### config.mk
export PLATFORM = sky130hd
export DESIGN_NAME = sub_group_serial
export DESIGN_NICKNAME = d
export VERILOG_FILES = /design/src/rtl/sub_group_serial.sv
export SDC_FILE = /design/constraint.sdc
export NUM_CORES = 1
export LEC_CHECK = 0
export ABC_CLOCK_PERIOD_IN_PS = 8300
export CORE_UTILIZATION = 54
export CTS_CLUSTER_SIZE = 24
export DETAILED_ROUTE_END_ITERATION = 8
export PLACE_DENSITY = 0.85
export SLEW_MARGIN = 5
export SYNTH_ARGS = -nofsm -noshare
export SYNTH_HDL_FRONTEND = slang
export SYNTH_SLANG_ARGS = --single-unit
### constraint.sdc
create_clock -name clk -period 8.3 [get_ports clk]
set_clock_uncertainty 0.15 [all_clocks]
set_input_delay 2.49 -clock clk [delete_from_list [all_inputs] [get_ports clk]]
set_output_delay 2.49 -clock clk [all_outputs]
set_load 0.1 [all_outputs]
### src/rtl/sub_group_serial.sv
// sub_group_serial: group-serial subtractor producing {borrow_out, a - b - bin}, GROUPSIZE bits per cycle.
// Defining SUB_OVF_EN adds the registered signed-overflow output ovf.
module sub_group_serial #(
    parameter int INPUTSIZE = 32,
    parameter int GROUPSIZE = 4
) (
    input  logic                 clk,
    input  logic                 rst_n,
    input  logic                 in_valid,
    output logic                 in_ready,
    input  logic [INPUTSIZE-1:0] a,
    input  logic [INPUTSIZE-1:0] b,
    input  logic                 bin,
    output logic                 out_valid,
    input  logic                 out_ready,
    output logic [INPUTSIZE:0]   result
`ifdef SUB_OVF_EN
    ,
    output logic                 ovf
`endif
);
    localparam int N  = INPUTSIZE / GROUPSIZE;
    localparam int CW = (N > 1) ? $clog2(N) : 1;

    if (INPUTSIZE % GROUPSIZE != 0) begin : g_size_check
        $error("sub_group_serial: INPUTSIZE must be a multiple of GROUPSIZE");
    end

    typedef enum logic [1:0] {IDLE, BUSY, DONE} state_t;

    state_t               state_q, state_d;
    logic [INPUTSIZE-1:0] a_q, a_d, b_q, b_d;
    logic                 borrow_q, borrow_d;
    logic [CW-1:0]        cnt_q, cnt_d;
    logic [INPUTSIZE:0]   res_q, res_d;
    logic [31:0]          base;
    logic [GROUPSIZE:0]   grp;
    logic                 last;
`ifdef SUB_OVF_EN
    logic                 ovf_q, ovf_d;
`endif

    // One group per cycle; the extra top bit of grp is the borrow out of the group.
    assign base = 32'(cnt_q) * GROUPSIZE;
    assign grp  = {1'b0, a_q[base +: GROUPSIZE]} - {1'b0, b_q[base +: GROUPSIZE]}
                - (GROUPSIZE+1)'(borrow_q);
    assign last = (cnt_q == CW'(N - 1));

    always_comb begin
        state_d  = state_q;
        a_d      = a_q;
        b_d      = b_q;
        borrow_d = borrow_q;
        cnt_d    = cnt_q;
        res_d    = res_q;
`ifdef SUB_OVF_EN
        ovf_d    = ovf_q;
`endif
        case (state_q)
            IDLE: if (in_valid) begin
                state_d  = BUSY;
                a_d      = a;
                b_d      = b;
                borrow_d = bin;
                cnt_d    = '0;
            end
            BUSY: begin
                res_d[base +: GROUPSIZE] = grp[GROUPSIZE-1:0];
                res_d[INPUTSIZE]         = grp[GROUPSIZE];
                borrow_d                 = grp[GROUPSIZE];
                cnt_d                    = cnt_q + 1'b1;
                if (last) begin
                    state_d = DONE;
`ifdef SUB_OVF_EN
                    ovf_d   = (a_q[INPUTSIZE-1] != b_q[INPUTSIZE-1])
                           && (grp[GROUPSIZE-1] != a_q[INPUTSIZE-1]);
`endif
                end
            end
            DONE: if (out_ready) state_d = IDLE;
            default: state_d = IDLE;
        endcase
    end

    always_ff @(posedge clk or negedge rst_n) begin
        if (!rst_n) begin
            state_q  <= IDLE;
            a_q      <= '0;
            b_q      <= '0;
            borrow_q <= 1'b0;
            cnt_q    <= '0;
            res_q    <= '0;
`ifdef SUB_OVF_EN
            ovf_q    <= 1'b0;
`endif
        end else begin
            state_q  <= state_d;
            a_q      <= a_d;
            b_q      <= b_d;
            borrow_q <= borrow_d;
            cnt_q    <= cnt_d;
            res_q    <= res_d;
`ifdef SUB_OVF_EN
            ovf_q    <= ovf_d;
`endif
        end
    end

    assign in_ready  = (state_q == IDLE);
    assign out_valid = (state_q == DONE);
    assign result    = res_q;
`ifdef SUB_OVF_EN
    assign ovf       = ovf_q;
`endif
endmodule

==> impl_results.md <==
- List of cells traversed by the critical path: nor2b_1 -> clkdlybuf4s50_1
- Number of rows in the core area: 33
- Class of the worst hold path: reg -> reg
- Highest cell delay on the worst timing path: 1.17 ns
- Clock tree from TritonCTS: yes
- Remaining global-route overflow: 0
- Most frequent cell after synthesis: sky130_fd_sc_hd__nand2_1
- Via count of the first global-routing pass: approximately 3.6k
- # setup viols final: 0
- CP delay by family, top: buffers and inverters
- Cell count after synthesis: 429
- Count of flip-flops with a built-in enable after synthesis: 0
- Global-route wire length before repair: ~17,000 um
- Final Slew Violations: 0
- Critical setup path kind: reg -> out
- Most frequent cells after synthesis: 180 x sky130_fd_sc_hd__nand2_1, 103 x sky130_fd_sc_hd__dfrtp_1, 34 x sky130_fd_sc_hd__mux2_2, 19 x sky130_fd_sc_hd__clkbuf_1, 16 x sky130_fd_sc_hd__mux4_2
- Fraction of post-synthesis cell area in the top cell type by area: 0.552
- Antenna diode instance count: 0
- Flip-flop and latch count after synthesis: just over 100
- R2R depth: 11
- Clock-pin transition on the worst setup and hold timing paths: 0.10 ns
- Via count: 3,404
- Number of warnings printed during yosys synthesis: 0
- Sink count of the clock tree: 103
- Non-filler cells, final: 634
- Hold bufs inserted after CTS: 0
- Maximum fanout along the worst path: 6
- Register area share after synthesis: 0.552
- Number of distinct library cells after synthesis: 35
- NumNets Final: 603
- Starting Density: 0.562
- Quantity of gates resized following cts: 0
- Maximum count of clock buffers along a single path: 2
- Status: finished clean
- Slew HR: 0.292
- Horizontal die dimension: 95.0 um
- Number of input and output port buffers inserted: 103
- Share of async-settable or async-resettable flops after synthesis: 1.00
- Synth Net Count: approximately 510
- Area grow syn2layout: 28.5%
- Antenna violations before repair: 0
- H-tree levels: 3
- Hold Violations, Final: 0
- Detailed-route wire length per cell: 15.9 um
- Startpoint class of the critical path: register
- Synth top area cells: sky130_fd_sc_hd__dfrtp_1 55%, sky130_fd_sc_hd__nand2_1 14%, sky130_fd_sc_hd__mux2_2 8.2%, sky130_fd_sc_hd__mux4_2 7.7%, sky130_fd_sc_hd__ha_1 2.1%
- Minimum setup slack in the final design: 3.42 ns
- Cell type with the highest aggregate area in the netlist: sky130_fd_sc_hd__dfrtp_1
- Post-detail-place hpwl: 7070 um
- Fraction of the core area covered by cells at the end of the flow: 0.723
- Critical path's slowest cell: sky130_fd_sc_hd__clkdlybuf4s50_1
- Max-cap violation count: 0
- Average vias per placed instance: 5.37
- Setup TNS after final layout: 0 ns
- Final critical-path required period: 4.88 ns
- Post-place setup slack: 3.26 ns
- Mean post-synth cell area: 10.9 sq um
- Area of the placeable core: 8300 sq um
- Aggregate global-route resource usage: 0.252
- Number of I/O pins: around 100
- Routability-driven placement congestion ratio: 0.813
- WP data required: between 5 and 6 ns
- Most common flop cell mapped by yosys: sky130_fd_sc_hd__dfrtp_1
- Pin slew with the least headroom to its limit: 1.06 ns
- Share of post-route cells with drive strength above 1: 0.140
- RSZ-0062 raised after global routing: no
- DIE AREA: 9020 sq um
- Post-CTS setup-driven buffer insertion count: 0
- Hold Path Depth: 2
- CTS buffer count: 9
- Final clock period utilization by the worst path: 0.588
- Height of the chip: around 95 um
- Pin count of the biggest net entering global routing: 75
- Buffers & Inverters on Critical Path: 1
- Instance count after placement with tap cells included: 618
- Crit. path cell count: 2
- Clock network latency to the later pin of the worst-skew pair: 0.37 ns
- Drt drc: 0
- Highest clock rate: approximately 0.20 GHz
- 1st-pass router iterations: 5
- DRT iter0 DRCs: ~180
- Routed wire length: between 10,000 and 15,000 um
- Data arrival at the endpoint of the critical path: 2.24 ns
- Post-route antenna net violation count: 0
- Post-synthesis instance area: 4670 sq um
- Clock root buffer master: sky130_fd_sc_hd__clkbuf_8
- Endpoint kind of the worst setup timing path: output port
==> cells by family (layout without fill, tap and decap cells) <==
kind of cell | count (synthesis) | count (layout) | share of synthesized area
xor gates and xnor gates | 4 | 4 | 0.00751
muxes | 61 | 61 | 0.188
AOI/OAI and AO/OA | 11 | 11 | 0.0142
adders and majority gates | 10 | 10 | 0.0300
and+or+nand+nor | 211 | 211 | 0.183
DFF | 103 | 103 | 0.552
buffers and inverters | 29 | 129 | 0.0252
==> registers in the layout, indices dropped and copies added (netlist names) <==
| register | cells |
|---|---|
| a_q | 32 |
| b_q | 32 |
| borrow_q | 1 |
| cnt_q | 3 |
| result | 33 |
| state_q | 2 |
==> per-layer routing <==
| metal | global-route usage | vias to the layer above | share of wire |
|---|---|---|---|
| met2 | 0.421 | 127 | 0.52 |
| met5 | 0 | - | 0 |
| met3 | 0.0370 | 16 | 0.047 |
| li1 | - | 1593 | - |
| met1 | 0.328 | 1668 | 0.42 |
| met4 | 0.109 | 0 | 0.016 |
==> area by class of cell <==
| type | instances | area, sq um |
|---|---|---|
| inverters | 7 | 26.3 |
| repair buffers | 106 | 1050 |
| well taps | 105 | 131 |
| fillers | 591 | 2300 |
| multi-input cells | 297 | 1980 |
| flip-flops and latches | 103 | 2580 |
| clock inverters | 4 | 77.6 |
| clock buffers | 12 | 155 |
==> tightest hold or removal path, stage by stage, from the launching register on <==
cell	delay [ns]
sky130_fd_sc_hd__dfrtp_1	0.35
sky130_fd_sc_hd__nand2_1	0.05
sky130_fd_sc_hd__nand2_1	0.05
==> path summary, 6_finish.rpt <==
path	start	to	slack, ns
min reg2reg	a_q[12]	a_q[12]	0.33
max	state_q[1]	out_valid	3.42
max in group asynchronous	rst_n	result[23]	4.86
min in group asynchronous	rst_n	result[17]	1.88
min	a_q[12]	a_q[12]	0.33
max reg2reg	cnt_q[0]	result[31]	4.45
==> layout by cell type (no fill, tap or decap), drive strengths merged, types with 5 or more instances in the layout <==
cell type | netlist | layout
mux4 | 16 | 16
mux2 | 40 | 40
and2 | 5 | 5
ha | 8 | 8
clkdlybuf4s50 | 0 | 102
clkbuf | 19 | 12
mux2i | 5 | 5
nand3 | 5 | 5
dfrtp | 103 | 103
nand2 | 180 | 180
nor2 | 7 | 7
inv | 7 | 7
==> metrics by stage <==
step,hold slack [ns],area [sq um]
after CTS,0.329,6000
after floorplan,0.290,4670
after detailed placement,0.307,5770
after global routing,0.348,6000
after global placement,0.303,5770
final,0.327,6000
Power is not shown: default switching activity piles up to over one toggle a cycle in this logic, so the estimate is an artifact.
